==> src/rtl/proc_pkg.sv <==
// Shared definitions for the multi-cycle teaching processor: opcodes, FSM states,
// bus-source selects and IR field positions.
package proc_pkg;

  localparam int IR_W   = 9;
  localparam int III_HI = 8;
  localparam int III_LO = 6;
  localparam int XXX_HI = 5;
  localparam int XXX_LO = 3;
  localparam int YYY_HI = 2;
  localparam int YYY_LO = 0;

  localparam logic [2:0] OP_MV   = 3'b000;
  localparam logic [2:0] OP_MVI  = 3'b001;
  localparam logic [2:0] OP_ADD  = 3'b010;
  localparam logic [2:0] OP_SUB  = 3'b011;
  localparam logic [2:0] OP_MVNZ = 3'b100;

  typedef enum logic [1:0] {
    T0 = 2'd0,
    T1 = 2'd1,
    T2 = 2'd2,
    T3 = 2'd3
  } proc_state_t;

  typedef enum logic [2:0] {
    BUS_ZERO = 3'd0,
    BUS_RX   = 3'd1,
    BUS_RY   = 3'd2,
    BUS_DIN  = 3'd3,
    BUS_G    = 3'd4
  } bus_sel_t;

endpackage

==> src/rtl/addSub.sv <==
// Existing 16-bit adder/subtractor: data_out = rx + ry (add_sub=0) or rx - ry (add_sub=1),
// modulo 2^16 with no flags.
module addSub (
  input  logic        add_sub,
  input  logic [15:0] rx,
  input  logic [15:0] ry,
  output logic [15:0] data_out
);

  assign data_out = add_sub ? (rx - ry) : (rx + ry);

endmodule

==> src/rtl/proc_ctrl_fsm.sv <==
// Next-state and control decode for the T0-T3 instruction sequencer.
// Opcode 100 acts as mvnz only when PROC_MVNZ_EN is defined; otherwise it is a NOP.
import proc_pkg::*;

module proc_ctrl_fsm (
  input  proc_state_t      i_state,
  input  logic [IR_W-1:0]  i_ir,
  input  logic             i_run,
  input  logic             i_g_nz,
  output proc_state_t      o_next_state,
  output bus_sel_t         o_bus_sel,
  output logic             o_ir_wr,
  output logic             o_rx_wr,
  output logic             o_a_wr,
  output logic             o_g_wr,
  output logic             o_add_sub,
  output logic             o_done
);

  logic [2:0] w_op;
  logic [5:0] w_unused_fields;

  assign w_op            = i_ir[III_HI:III_LO];
  assign w_unused_fields = i_ir[XXX_HI:YYY_LO];

`ifndef PROC_MVNZ_EN
  logic w_unused_g_nz;
  assign w_unused_g_nz = i_g_nz;
`endif

  always_comb begin
    o_next_state = T0;
    o_bus_sel    = BUS_ZERO;
    o_ir_wr      = 1'b0;
    o_rx_wr      = 1'b0;
    o_a_wr       = 1'b0;
    o_g_wr       = 1'b0;
    o_add_sub    = 1'b0;
    o_done       = 1'b0;
    case (i_state)
      T0: begin
        if (i_run) begin
          o_ir_wr      = 1'b1;
          o_next_state = T1;
        end else begin
          o_next_state = T0;
        end
      end
      T1: begin
        case (w_op)
          OP_MV: begin
            o_bus_sel = BUS_RY;
            o_rx_wr   = 1'b1;
            o_done    = 1'b1;
          end
          OP_MVI: begin
            o_bus_sel = BUS_DIN;
            o_rx_wr   = 1'b1;
            o_done    = 1'b1;
          end
          OP_ADD, OP_SUB: begin
            o_bus_sel    = BUS_RX;
            o_a_wr       = 1'b1;
            o_next_state = T2;
          end
`ifdef PROC_MVNZ_EN
          OP_MVNZ: begin
            o_bus_sel = BUS_RY;
            o_rx_wr   = i_g_nz;
            o_done    = 1'b1;
          end
`endif
          default: begin
            o_done = 1'b1;
          end
        endcase
      end
      T2: begin
        o_bus_sel    = BUS_RY;
        o_g_wr       = 1'b1;
        o_add_sub    = (w_op == OP_SUB);
        o_next_state = T3;
      end
      T3: begin
        o_bus_sel = BUS_G;
        o_rx_wr   = 1'b1;
        o_done    = 1'b1;
      end
      default: begin
        o_next_state = T0;
      end
    endcase
  end

endmodule

==> src/rtl/proc_ctrl_datapath.sv <==
// Top of the 16-bit teaching processor: register file, A, G, IR, shared bus and addSub.
// Optional mvnz instruction is enabled by defining PROC_MVNZ_EN.
import proc_pkg::*;

module proc_ctrl_datapath #(
  parameter int DATA_W = 16
) (
  input  logic              clock,
  input  logic              reset,
  input  logic              run,
  input  logic [DATA_W-1:0] din,
  output logic              done,
  output logic [DATA_W-1:0] bus
);

  logic [DATA_W-1:0] r_regs [0:7];
  logic [DATA_W-1:0] r_a;
  logic [DATA_W-1:0] r_g;
  logic [IR_W-1:0]   r_ir;
  proc_state_t       r_state;

  proc_state_t       w_next_state;
  bus_sel_t          w_bus_sel;
  logic              w_ir_wr;
  logic              w_rx_wr;
  logic              w_a_wr;
  logic              w_g_wr;
  logic              w_add_sub;
  logic              w_done;
  logic [2:0]        w_rx_idx;
  logic [2:0]        w_ry_idx;
  logic [DATA_W-1:0] w_sum;

  assign w_rx_idx = r_ir[XXX_HI:XXX_LO];
  assign w_ry_idx = r_ir[YYY_HI:YYY_LO];

  proc_ctrl_fsm u_fsm (
    .i_state      (r_state),
    .i_ir         (r_ir),
    .i_run        (run),
    .i_g_nz       (r_g != '0),
    .o_next_state (w_next_state),
    .o_bus_sel    (w_bus_sel),
    .o_ir_wr      (w_ir_wr),
    .o_rx_wr      (w_rx_wr),
    .o_a_wr       (w_a_wr),
    .o_g_wr       (w_g_wr),
    .o_add_sub    (w_add_sub),
    .o_done       (w_done)
  );

  // Shared bus source mux
  always_comb begin
    bus = '0;
    case (w_bus_sel)
      BUS_ZERO: bus = '0;
      BUS_RX:   bus = r_regs[w_rx_idx];
      BUS_RY:   bus = r_regs[w_ry_idx];
      BUS_DIN:  bus = din;
      BUS_G:    bus = r_g;
      default:  bus = '0;
    endcase
  end

  addSub u_addsub (
    .add_sub  (w_add_sub),
    .rx       (r_a),
    .ry       (bus),
    .data_out (w_sum)
  );

  // Reset overrides any pending write so an aborted instruction leaves no trace.
  always_ff @(posedge clock) begin
    if (reset) begin
      r_state <= T0;
      r_ir    <= '0;
      r_a     <= '0;
      r_g     <= '0;
      for (int i = 0; i < 8; i++) begin
        r_regs[i] <= '0;
      end
    end else begin
      r_state <= w_next_state;
      if (w_ir_wr) r_ir <= din[IR_W-1:0];
      if (w_rx_wr) r_regs[w_rx_idx] <= bus;
      if (w_a_wr)  r_a <= bus;
      if (w_g_wr)  r_g <= w_sum;
    end
  end

  assign done = w_done & ~reset;

endmodule

==> config.mk <==
export PLATFORM = sky130hd
export DESIGN_NAME = proc_ctrl_datapath
export DESIGN_NICKNAME = d
export VERILOG_FILES = /design/src/rtl/proc_pkg.sv /design/src/rtl/addSub.sv /design/src/rtl/proc_ctrl_fsm.sv /design/src/rtl/proc_ctrl_datapath.sv
export SDC_FILE = /design/constraint.sdc
export NUM_CORES = 1
export LEC_CHECK = 0
export CORE_ASPECT_RATIO = 1.5
export CORE_UTILIZATION = 50
export DETAILED_ROUTE_END_ITERATION = 7
export PLACE_DENSITY = 0.67
export SYNTH_ARGS = -nofsm -noshare
export SYNTH_HDL_FRONTEND = slang
export SYNTH_HIERARCHICAL = 1
export SYNTH_SLANG_ARGS = --single-unit
==> constraint.sdc <==
create_clock -name clock -period 4.8 [get_ports clock]
set_input_delay 0.96 -clock clock [delete_from_list [all_inputs] [get_ports clock]]
set_output_delay 0.96 -clock clock [all_outputs]
set_load 0.05 [all_outputs]
-- Word level (Yosys, flattened, before mapping)
Memory sizes are Yosys's and may differ from the RTL's. A register that Yosys moved wholly into a read port is not among the register bits.
Index checks and enable logic that the tools add are counted.
- add/sub/neg operators: 2
- reduce and logical (&&, ||, !) cells: 5
- bitwise operators: 2
- multiplexer cells: 29
- eq/ne operators: 10
- operators by type and width (cell ; count):
    $pmux W16 S4 ; 1
    $mux W16 ; 2
    $add A16 B16 Y16 ; 1
    $reduce_or A16 Y1 ; 1
    $sub A16 B16 Y16 ; 1
    $mux W1 ; 15
    $mux W3 ; 5
    $eq A3 B2 Y1 const B ; 4
    $pmux W2 S3 ; 2
    $pmux W3 S3 ; 1
    $eq A3 B1 Y1 const B ; 2
    $eq A2 B2 Y1 const B ; 2
    $pmux W1 S2 ; 2
    $reduce_or A2 Y1 ; 2
    $eq A3 B3 Y1 const B ; 1
    $logic_not A3 Y1 ; 1
    $eq A2 B1 Y1 const B ; 1
    $logic_not A2 Y1 ; 1
    $mux W2 ; 1
    $and A1 B1 Y1 ; 1
    $not A1 Y1 ; 1
- memories kept: 1
- output and inout bits: 17
- word-level logic and storage cells: 53
- bits in registers: 43
- memory bits (writable): 128
- input bits: 19
- memory list (memory ; depth ; width ; rd ports ; clocked after memory_dff ; write ports ; RTL line ; source):
    r_regs ; 8 ; 16 ; 2 ; 2 ; 8 ; proc_ctrl_datapath.sv:16 ; logic [DATA_W-1:0] r_regs [0:7];

-- Depth between registers and ports, before layout
- word-level depth: 9
- gate-level depth with buffers: 25
- depth with buffers taken out: 22

-- Hierarchy
Netlist, hierarchy kept.
- by module, submodules not included (module ; seq. area each (µm²) ; instances ; area each (µm²) ; cells an instance):
    proc_ctrl_datapath ; 4824.6 ; 1 ; 8827.2 ; 645
    addSub ; 0.0 ; 1 ; 989.7 ; 136
    proc_ctrl_fsm ; 0.0 ; 1 ; 147.6 ; 18

-- Worst setup path before layout
OpenSTA, ideal clock, no wires.
- kind: reg2reg
- from: register r_state[1]
- to: register r_g[12]
- clock period less this slack: 4.624 ns
- slack: 0.176 ns
- arrival: 4.497 ns
- setup time: 0.128 ns
- cell stages (with the launch flop): 25
- required time: 4.672 ns
- path buffers: 3
- path through: dfxtp_1 > nand2b_4 > nor3_2 > and4bb_2 > buf_1 > clkbuf_8 > a22oi_1 > and3_1 > buf_6 > inv_1 > inv_1 > ha_1 > nand2b_1 > or4_1 > nor3_1 > nor2_1 > xnor2_1 > ha_1 > nand2_1 > o22a_2 > or3_1 > a31oi_1 > xnor2_1 > mux2i_1 > nor2_1
- word-level cells in the longest chain between the ends: 6
- elaborated cells between the ends (all ways): 14
- classes of those cells: add/sub (2); eq/ne (7); mux (5)
- RTL lines (element ; RTL line ; source):
    start: declaration ; proc_ctrl_datapath.sv:20 ; proc_state_t r_state;
    start signal: assignment ; proc_ctrl_datapath.sv:83 ; r_state <= w_next_state;
    $eq A2 B2 Y1 or $eq A2 B1 Y1 (tied branches) ; proc_ctrl_fsm.sv:40 ; case (i_state)
    $pmux W3 S3 * ; proc_ctrl_fsm.sv:40 ;
    net w_bus_sel[0] ; proc_ctrl_datapath.sv:23 ; bus_sel_t w_bus_sel;
    $eq A3 B3 Y1 (tied with other cells) ; proc_ctrl_datapath.sv:55 ; case (w_bus_sel)
    $pmux W16 S4 * ; proc_ctrl_datapath.sv:55 ;
    net bus[0] ; proc_ctrl_datapath.sv:13 ; output logic [DATA_W-1:0] bus
    $add A16 B16 Y16 or $sub A16 B16 Y16 (tied branches) ; addSub.sv:10 ; assign data_out = add_sub ? (rx - ry) : (rx + ry);
    $mux W16 * ; addSub.sv:10 ;
    net w_sum[12] ; proc_ctrl_datapath.sv:32 ; logic [DATA_W-1:0] w_sum;
    end signal: assignment ; proc_ctrl_datapath.sv:87 ; if (w_g_wr) r_g <= w_sum;
    end: declaration ; proc_ctrl_datapath.sv:18 ; logic [DATA_W-1:0] r_g;
Mark *: on every way through the listed nets, which the timed path passes. The rest lies on a longest branch.
A chain may end at the register's enable or synchronous reset.

-- Worst setup path after layout
- from: register r_state[0]
- to: register r_g[13]
- word-level cells in the longest chain between the ends: 6
- elaborated cells between the ends (all ways): 14
- classes of those cells: add/sub (2); eq/ne (7); mux (5)
- RTL lines (element ; RTL line):
    $eq A2 B2 Y1 or $eq A2 B1 Y1 (tied branches) ; proc_ctrl_fsm.sv:40
    $pmux W3 S3 * ; proc_ctrl_fsm.sv:40
    net w_bus_sel[1] ; proc_ctrl_datapath.sv:23
    $eq A3 B3 Y1 (tied with other cells) ; proc_ctrl_datapath.sv:55
    $pmux W16 S4 * ; proc_ctrl_datapath.sv:55
    $add A16 B16 Y16 or $sub A16 B16 Y16 (tied branches) ; addSub.sv:10
    $mux W16 * ; addSub.sv:10
    net w_sum[13] ; proc_ctrl_datapath.sv:32
Marked as above.

==> metrics.yaml <==
hold_path:
  holdPathStages: 2
  worstHoldStart: "r_a[10]"
  min_path_type: "flop to flop"
  hold_end: "r_a[10]"
worst_setup_path:
  crit_chain: "nand2b_4 -> o31ai_4 -> buf_12 -> and4bb_2 -> nand2_1 -> and3_1 -> inv_1 -> inv_1 -> ha_1 -> nand2b_1 -> or4_4 -> nor2b_1 -> xnor2_1 -> ha_1 -> a2111oi_2 -> o31ai_2 -> o41ai_2 -> xnor2_1 -> mux2i_1 -> nor2_1"
  cp.arrival_ns: 4.84
  crit_fanout: 16
  reg2reg_to: "r_g[13]"
  cp.required_ns: 5.09
  r2r_cells: 20
  rrSetupSlack_ns: 0.24
  end_kind: "flop"
  cp_slowest_cell: "or4_4"
  startpoint_type: "flop"
  cp_slowest_stage_delay_ns: 0.47
  criticalPathCategory: "flop to flop"
  r2r-start: "r_state[0]"
global_route:
  grt_pass1_wl_mm: 38.9
  overflow: 0
  antenna_found_initial: 0
  grt_max_degree: 50
  track_usage: 0.259
  grt_pass1_vias: 7066
status:
  status: "complete, no violations"
synth:
  syn_nets: 830
  yosysWarnings: 6
  synth.cell_area_um2: 9930
  avgSynthCellArea_um2: 12.5
  netlist_instances: 794
drt:
  avgRoutedWirePerCell_um: 21.8
  ant_nets: 0
  first_pass_iters: 5
  drt-initial-drc-count: 712
  viasPerCell: 6.04
  vias: 6799
  drc: 0
  routed_wl_mm: 24.6
power:
  power_frac_seq: 0.435
  p_int_mw: 2.89
  clkPwrFrac: 0.346
  peakVddDrop_mv: 0.249
  p_per_area_nw_per_um2: 348
  p_sw_mw: 1.10
  sw_frac_of_total: 0.275
  p_comb_frac: 0.219
  leakage_nw: 4.09
cts:
  cts_buffers: 17
  cts_root_buffer: "clkbuf_16"
  clk_pin_slew_worst_paths_ns: 0.07
  cts_max_path_buffers: 2
  cts_tree: "done"
  htree_levels: 4
  worstSkewPairLatency_ns: 0.43
  cts_sinks: 177
  hold_buffers: 0
place:
  finalWeightedCongestion: 0.895
  dp_hpwl_mm: 18.4
  io_buffer_count: 35
  preCtsSetupSlack_ns: -0.110
  placed_cells: 1092
timing:
  slew_violations: 0
  fmax_mhz: 219
  finClkSkew_ns: 0.00931
  hold_violations: 0
  relSlewSlack: 0.352
  worst_pin_slew_ns: 0.971
  min_period_ns: 4.56
  final-setup-viol-count: 0
  fin_ws_ns: 0.243
  post-route-period-util: 0.949
  holdWs_ns: 0.500
finish:
  fin_cells: 1126
  diodes: 0
  nNetsFinal: 893
  syn_to_final_growth_pct: 15.3
  drive_above_1_share: 0.252
floorplanning:
  coreArea_um2: 19300
  design.portCount: 36
  die_y_um: 175
  die-area_um2: 20400
  floorplan.initialDensity: 0.514
  die_x_um: 117
  rows: 62
flow_run:
  drv_cap: 0
cells in the final DEF, fill, tap and decap left out, types with 17 or more instances in the layout:
| cell type | count |
|---|---|
| clkbuf_16 | 17 |
| inv_1 | 27 |
| nand2_1 | 28 |
| buf_4 | 69 |
| dfxtp_1 | 45 |
| mux4_2 | 49 |
| xnor2_1 | 23 |
| edfxtp_1 | 128 |
| and3_1 | 17 |
| nor2_1 | 188 |
| a21oi_1 | 17 |
| clkdlybuf4s50_1 | 18 |
| mux2i_1 | 26 |
| buf_12 | 21 |
worst max-delay path: cells and delay by family (launching register included):
| kind | cells | cell delay [ns] |
|---|---|---|
| flip-flops | 1 | 0.40 |
| multiplexers | 1 | 0.14 |
| XOR/XNOR | 2 | 0.22 |
| buffers and inverters | 3 | 0.31 |
| adder cells (fa/ha/maj) | 2 | 0.49 |
| AND/OR/NAND/NOR | 8 | 1.54 |
| AO/OA/AOI/OAI | 4 | 1.30 |
cell type report:
class,instances,area (um^2)
clock buffers,19,433
clock inverters,13,149
fillers,1475,7860
inverters,27,101
multi-input cells,525,4500
flip-flops and latches,177,4830
well taps,256,320
repair buffers,109,1120
power by group through the flow:
stage          registers (mW)  clock network, mW  logic [mW]
2_1_floorplan            1.74                  0       0.604
3_3_place_gp             1.76                  0       0.848
3_5_place_dp             1.77                  0       0.859
4_1_cts                  1.73               1.39       0.865
5_1_grt                  1.74               1.45       0.939
6_report                 1.73               1.38       0.871
routing by layer:
metal / vias to the layer above / track usage / wire length (um)
met3: 54 / 0.0430 / 1190
li1: 3082 / - / -
met1: 3413 / 0.310 / 9560
met2: 250 / 0.452 / 12900
met4: 0 / 0.115 / 906
met5: - / 0 / 0
flip-flops by register name, summed over array words and instances, names as in the netlist, named ones only:
signal,cells
r_state,2
r_g,16
r_a,16
r_ir,9
r_regs,128
how the worst max path moves through the flow:
| stage | from | to | slack (ns) | cells past startpoint |
|---|---|---|---|---|
| after detailed placement | din[0] | r_g[12] | -0.11 | 20 |
| after global placement | din[0] | r_g[12] | -0.1 | 20 |
| final | r_state[0] | r_g[13] | 0.24 | 20 |
| after CTS | r_state[0] | r_g[13] | 0.10 | 23 |
| after floorplan | r_state[1] | r_g[12] | 0.18 | 24 |
| after global routing | r_state[0] | r_g[12] | -0.02 | 24 |
stage by stage:
step	util	setup TNS [ns]	power (mW)	area, um^2
after floorplan	-	0	2.35	9930
after global placement	0.561	-0.146	2.61	10800
after detailed placement	0.561	-0.262	2.62	10800
after CTS	0.591	0	3.99	11400
after global routing	0.593	-0.0209	4.13	11500
final	0.593	0	3.98	11500
timing repair:
action                                  CTS  global route
endpoints found under the setup margin    0             5
resized for setup                         0             6
buffers inserted                          0             2
(Power assumes the default switching activity.)
==> RTL edit 1: new RTL, same flow settings <==
The option `PROC_MVNZ_EN` is turned on by a define.
--- a/src/rtl/proc_ctrl_fsm.sv
+++ b/src/rtl/proc_ctrl_fsm.sv
@@ -1,5 +1,7 @@
 // Next-state and control decode for the T0-T3 instruction sequencer.
 // Opcode 100 acts as mvnz only when PROC_MVNZ_EN is defined; otherwise it is a NOP.
+`define PROC_MVNZ_EN
+
 import proc_pkg::*;
 
 module proc_ctrl_fsm (
Check against the original RTL: not equivalent (a bounded check fails within 4 cycles, from zero or initial values and one cycle with reset high).
==> RTL edit 1 against the unedited design <==
Synthesized area did not move. Sequential cell count unchanged. Worst setup slack better by 0.023 ns. Critical path type unchanged. Design area down 1.1%. Core utilization is 0.67 points lower. Wire length grew 5.2%. Sequential power about the same. Highest routed layer unchanged. Critical path depth increased by 2. Total power rose by 2.0%. Clock skew barely moved.
==> RTL edit 1: results (changes against the unedited design) <==
** Status
- The run finished with clean final reports.

** Layout
- Share of post-route cells with drive strength above 1 :: 23.9% (-1.2 points)
- NumNets Final :: 900 (+0.78%)

** Global routing
- The global-route wire length before repair is 40,600 um (+4.4%).
- Number of antenna violations at the first check in global routing :: 0 (unchanged)
- Maximum number of pins on one net before global-route repair :: 48 (-4.0%)
- The via count of the first global-routing pass was 7,131 (+0.92%).
- The overall track demand over capacity in global routing came to 27.4% (+1.5 points).

** Drt
- Drt initial violations :: 590 (-17%)
- Routed wire length per instance :: 22.8 um (+4.5%)
- The wire length on met2 was 13,900 um (+7.3%).
- Metal3 WL :: 1340 um (+12%)
- The number of vias after detailed routing is 6,823 (+0.35%).
- Detailed-route wire length on metal 1 :: 9810 um (+2.6%)

** Synthesis
- Yosys cell types :: 60
- Among all flip-flop cells after synthesis, the most frequent one is sky130_fd_sc_hd__edfxtp_1.
- Synthesized netlist net count :: 837 (+0.84%)
- Most used standard cells in the synthesized netlist :: sky130_fd_sc_hd__nor2_1 (189), sky130_fd_sc_hd__edfxtp_1 (128), sky130_fd_sc_hd__dfxtp_1 (49), sky130_fd_sc_hd__mux4_2 (49), sky130_fd_sc_hd__nand2_1 (30)
- Sorting the synthesized cells by area gives the leading types as sky130_fd_sc_hd__edfxtp_1 (39%), sky130_fd_sc_hd__mux4_2 (11%), sky130_fd_sc_hd__dfxtp_1 (9.9%).

** Critical path
- In this run the worst setup path begins at r_state[1].
- Worst endpoint data arrival time :: 4.83 ns (about the same)
- The peak fanout along the critical path is 12 (-4).
- Cell family contributing the most delay on the critical path :: simple AND/OR/NAND/NOR gates

** STA
- The max-slew headroom at the worst pin came to 35.0% (-0.25 points).
- Min cycle time layout :: 4.53 ns (-0.0232 ns)
- The largest clock skew in the final design is 0.00950 ns (+0.000187 ns).

** Die
- Standard-cell row count :: 62 (unchanged)

** Placed design
- The instance area after placement is 10,600 sq um (-1.8%).
- Pre-CTS worst setup slack :: -0.240 ns (-0.130 ns)
- The estimated wirelength of the detail-placed design came to 19,300 um (+4.4%).
- GP Congestion :: 0.876 (-2.2%)

** Clock tree
- Total CTS buffers :: 17 (unchanged)
- The H-tree level count is 4 (unchanged).

** Pwr
- Worst VDD drop :: 0.265 mV (+6.4%)
- Static Leakage :: 4.08 nW (-0.19%)

** Hold path
- The startpoint identified for the worst hold timing path is r_ir[1].
[RTL edit 1: cell count changes in the layout (fill, tap and decap cells not counted), sizes merged, moves of 2 or more]
cell | unedited run | this run
clkdlybuf4s50 | 18 | 21
buf | 91 | 88
clkinv | 2 | 4
clkinvlp | 3 | 1
clkbuf | 19 | 24
inv | 33 | 27
nand2 | 28 | 30
nor4 | 1 | 5
[RTL edit 1: per-layer routing]
| layer | track usage, % | up-vias |
|---|---|---|
| li1 | - | 3118 |
| met1 | 31.8 | 3388 |
| met2 | 48.6 | 271 |
| met3 | 4.51 | 46 |
| met4 | 12.7 | 0 |
| met5 | 0 | - |
[RTL edit 1: area by class of cell]
class	instances	area [sq um]
Clock buffer	24	547
Clock inverter	8	95.1
Fill cell	1584	7990
Inverter	26	97.6
Multi-Input combinational cell	533	4530
Sequential cell	177	4830
Tap cell	256	320
Timing Repair Buffer	109	906
[RTL edit 1: worst paths after layout]
check                                 to  cells past startpoint
worst max-delay path             r_g[15]                     22
worst min register to register  register                      2
worst max register to register   r_g[15]                     22
worst min-delay path            register                      2
[RTL edit 1: report_power, final]
part | total [mW] | switching [mW] | leakage [nW] | internal [mW]
Sequential | 1.73 | 0.0410 | 1.72 | 1.69
Combinational | 0.855 | 0.465 | 2.04 | 0.390
Clock | 1.48 | 0.575 | 0.318 | 0.902
[RTL edit 1: timing repair]
action / CTS / global route
endpoints found under the setup margin: 0 / 7
gates resized for setup: 0 / 8
hold endpoints to repair: 0 / 0
[RTL edit 1: kinds of logic (layout without fill, tap and decap cells)]
family                     count (synthesis)  after routing  synth area share [%]
muxes                                     90             90                  17.7
AOI/OAI and AO/OA                         93             93                  7.63
and+or+nand+nor                          304            304                  15.0
xor gates and xnor gates                  29             29                  2.56
DFF                                      177            177                  48.6
buffers and inverters                     91            167                  6.39
adders and majority gates                 17             17                  2.22
[RTL edit 1: stage by stage]
step           power [mW]  std cells  hold slack, ns  util, %
2_1_floorplan        2.34        801           0.463        -
3_3_place_gp         2.59       1101           0.485     55.1
3_5_place_dp         2.60       1101           0.494     55.1
4_1_cts              4.07       1133           0.518     58.4
5_1_grt              4.20       1133           0.542     58.6
6_report             4.06       1133           0.514     58.6
==> RTL edit 2: new RTL, same settings <==
Made on the original files. Re-encode `proc_state_t` (4 states) as one-hot, 4 bits wide.
--- a/src/rtl/proc_pkg.sv
+++ b/src/rtl/proc_pkg.sv
@@ -16,11 +16,11 @@
   localparam logic [2:0] OP_SUB  = 3'b011;
   localparam logic [2:0] OP_MVNZ = 3'b100;
 
-  typedef enum logic [1:0] {
-    T0 = 2'd0,
-    T1 = 2'd1,
-    T2 = 2'd2,
-    T3 = 2'd3
+  typedef enum logic [3:0] {
+    T0 = 4'b0001,
+    T1 = 4'b0010,
+    T2 = 4'b0100,
+    T3 = 4'b1000
   } proc_state_t;
 
   typedef enum logic [2:0] {
Function: same outputs for any inputs over 4 cycles, from zero or initial values and one cycle with reset high; so few cycles prove little.
==> RTL edit 2 against the unedited design <==
Sequential cell count rose by 2. Non-clock buffer count rose by 10. Global-route usage fell by 1.1 points. Wire length rose by 1.8%. Via count rose by 1.4%. Synthesized cell count rose by 1.6%. Synthesized area rose by 1.0%. Worst setup slack got worse by 0.15 ns. Design area rose by 2.6%. Total power fell by 7.8%. Fmax fell by 3.2%. Clock skew rose by 0.0019 ns. Sequential share of layout area fell by 0.72 points. Critical path type unchanged.
==> RTL edit 2: results (changes against the unedited design) <==
** Layout
- The number of inserted filler cells in the final layout is 1,540 (+4.4%).
- The number of non-filler instances in the completed layout came to 1,149 (+2.0%).
- Registers with the most flip-flops :: r_regs: 128 flops, r_a: 16 flops, r_g: 16 flops
- NumNets Final :: 913 (+2.2%)
- The area occupied by registers is 4870 sq um (+0.85%).
- Share of post-route cells with drive strength above 1 :: 27.7% (+2.5 points)

** Pwr
- The share of total power in the clock network is 38.6% (+4.0 points).
- The overall power of the completed layout was 3.67 mW (-7.8%).
- The largest vdd supply drop was 0.259 mV (+3.7%).
- The leakage component of the power is 4.13 nW (+1.0%).
- The switching power share of the total came to 24.5% (-3.1 points).
- The power dissipated in combinational cells came to 523 uW (-40%).

** Clock tree
- The H-tree level count is 4 (unchanged).
- The number of buffers inserted during clock tree synthesis came to 17 (unchanged).
- Root Buffer :: sky130_fd_sc_hd__clkbuf_16
- Clock tree buffer depth :: 2 (unchanged)
- Reg clk slew, reported paths :: 0.07 ns (about the same)
- Clock insertion delay at the later pin of the skew report :: 0.44 ns

** Synthesis
- The number of nets produced by synthesis is 843 (+1.6%).
- The average cell area after synthesis is 12.4 sq um (-0.61%).

** Critical path
- Worst endpoint data arrival time :: 5.07 ns (+0.23 ns)
- The endpoint identified for the worst register-to-register timing path is r_g[12].
- The peak fanout along the critical path came to 6 (-10).
- On the critical path the largest part of the delay comes from simple AND/OR/NAND/NOR gates.
- The critical path is of the reg2reg type.
- Reg2reg setup slack :: 0.09 ns (-0.15 ns)
- In this run the worst setup path begins at r_state[0].
- The largest incremental delay on the critical path is 0.58 ns (+0.11 ns).
- The cell depth of the worst flop-to-flop path came to 20 (unchanged).

** Hold path
- The min-delay analysis places its worst path in the category reg2reg.

** Drt
- DRT antenna net count :: 0 (unchanged)
- The DRC violation total after the first TritonRoute iteration came to 563 (-21%).
- The mean routed wirelength per cell came to 21.8 um (-0.26%).
- Detailed-route wire length on metal 1 :: 9720 um (+1.6%)
- The via-per-instance ratio came to 6.00 (-0.59%).
- The wire length on met2 was 13,500 um (+4.3%).
- The total met3 wirelength after detailed routing was 1030 um (-13%).

** Status
- The run finished with clean final reports.

** Placed design
- The estimated wirelength of the detail-placed design was 19,000 um (+2.9%).
- The count of buffers from port buffering came to 35 (unchanged).
- The instance area after placement is 11,000 sq um (+1.6%).
- The final RePlAce weighted congestion came to 0.857 (-4.3%).
- Pre-CTS worst setup slack :: -0.115 ns (-0.00539 ns)
- Cells after DPL :: 1,113 (+1.9%)

** Global routing
- Maximum number of pins on one net before global-route repair :: 36 (-28%)
- The fraction of met3 tracks used by global routing is 3.18% (-1.1 points).
- GRT met1 Usage :: 28.2% (-2.7 points)
- The met2 routing resource usage after global routing came to 45.9% (+0.76 points).
- The overall track demand over capacity in global routing is 24.8% (-1.1 points).
- First-pass GRT wire length :: 38,400 um (-1.1%)
- The via count of the first global-routing pass is 7,070 (+0.057%).

** STA
- The max-slew headroom at the worst pin is 37.4% (+2.2 points).
- Maximum frequency from static timing analysis :: 213 MHz (-3.2%)
- Worst-case clock skew :: 0.0112 ns (+0.00189 ns)
-- RTL edit 2: cell type report --
cell class / count / area share, %
flip-flops and latches: 179 / 41.4
multi-input cells: 534 / 40.0
repair buffers: 119 / 9.91
clock buffers: 18 / 3.65
well taps: 260 / 2.77
clock inverters: 13 / 1.36
inverters: 26 / 0.862
-- RTL edit 2: what timing repair did --
action,4_1_cts,5_1_grt
setup endpoints to repair,1,7
gates resized for setup,0,23
pin swaps,1,6
buffers inserted,0,5
-- RTL edit 2: worst min-delay path by stage --
| stage | startpoint | cells after the start | slack [ns] | endpoint |
|---|---|---|---|---|
| floorplan | r_g[0] | 2 | 0.46 | r_g[0] |
| global placement | r_g[14] | 2 | 0.48 | r_g[14] |
| detailed placement | r_g[7] | 2 | 0.49 | r_g[7] |
| CTS | r_ir[0] | 2 | 0.51 | register |
| global route | r_g[6] | 2 | 0.52 | r_g[6] |
| finish | r_ir[0] | 2 | 0.50 | register |
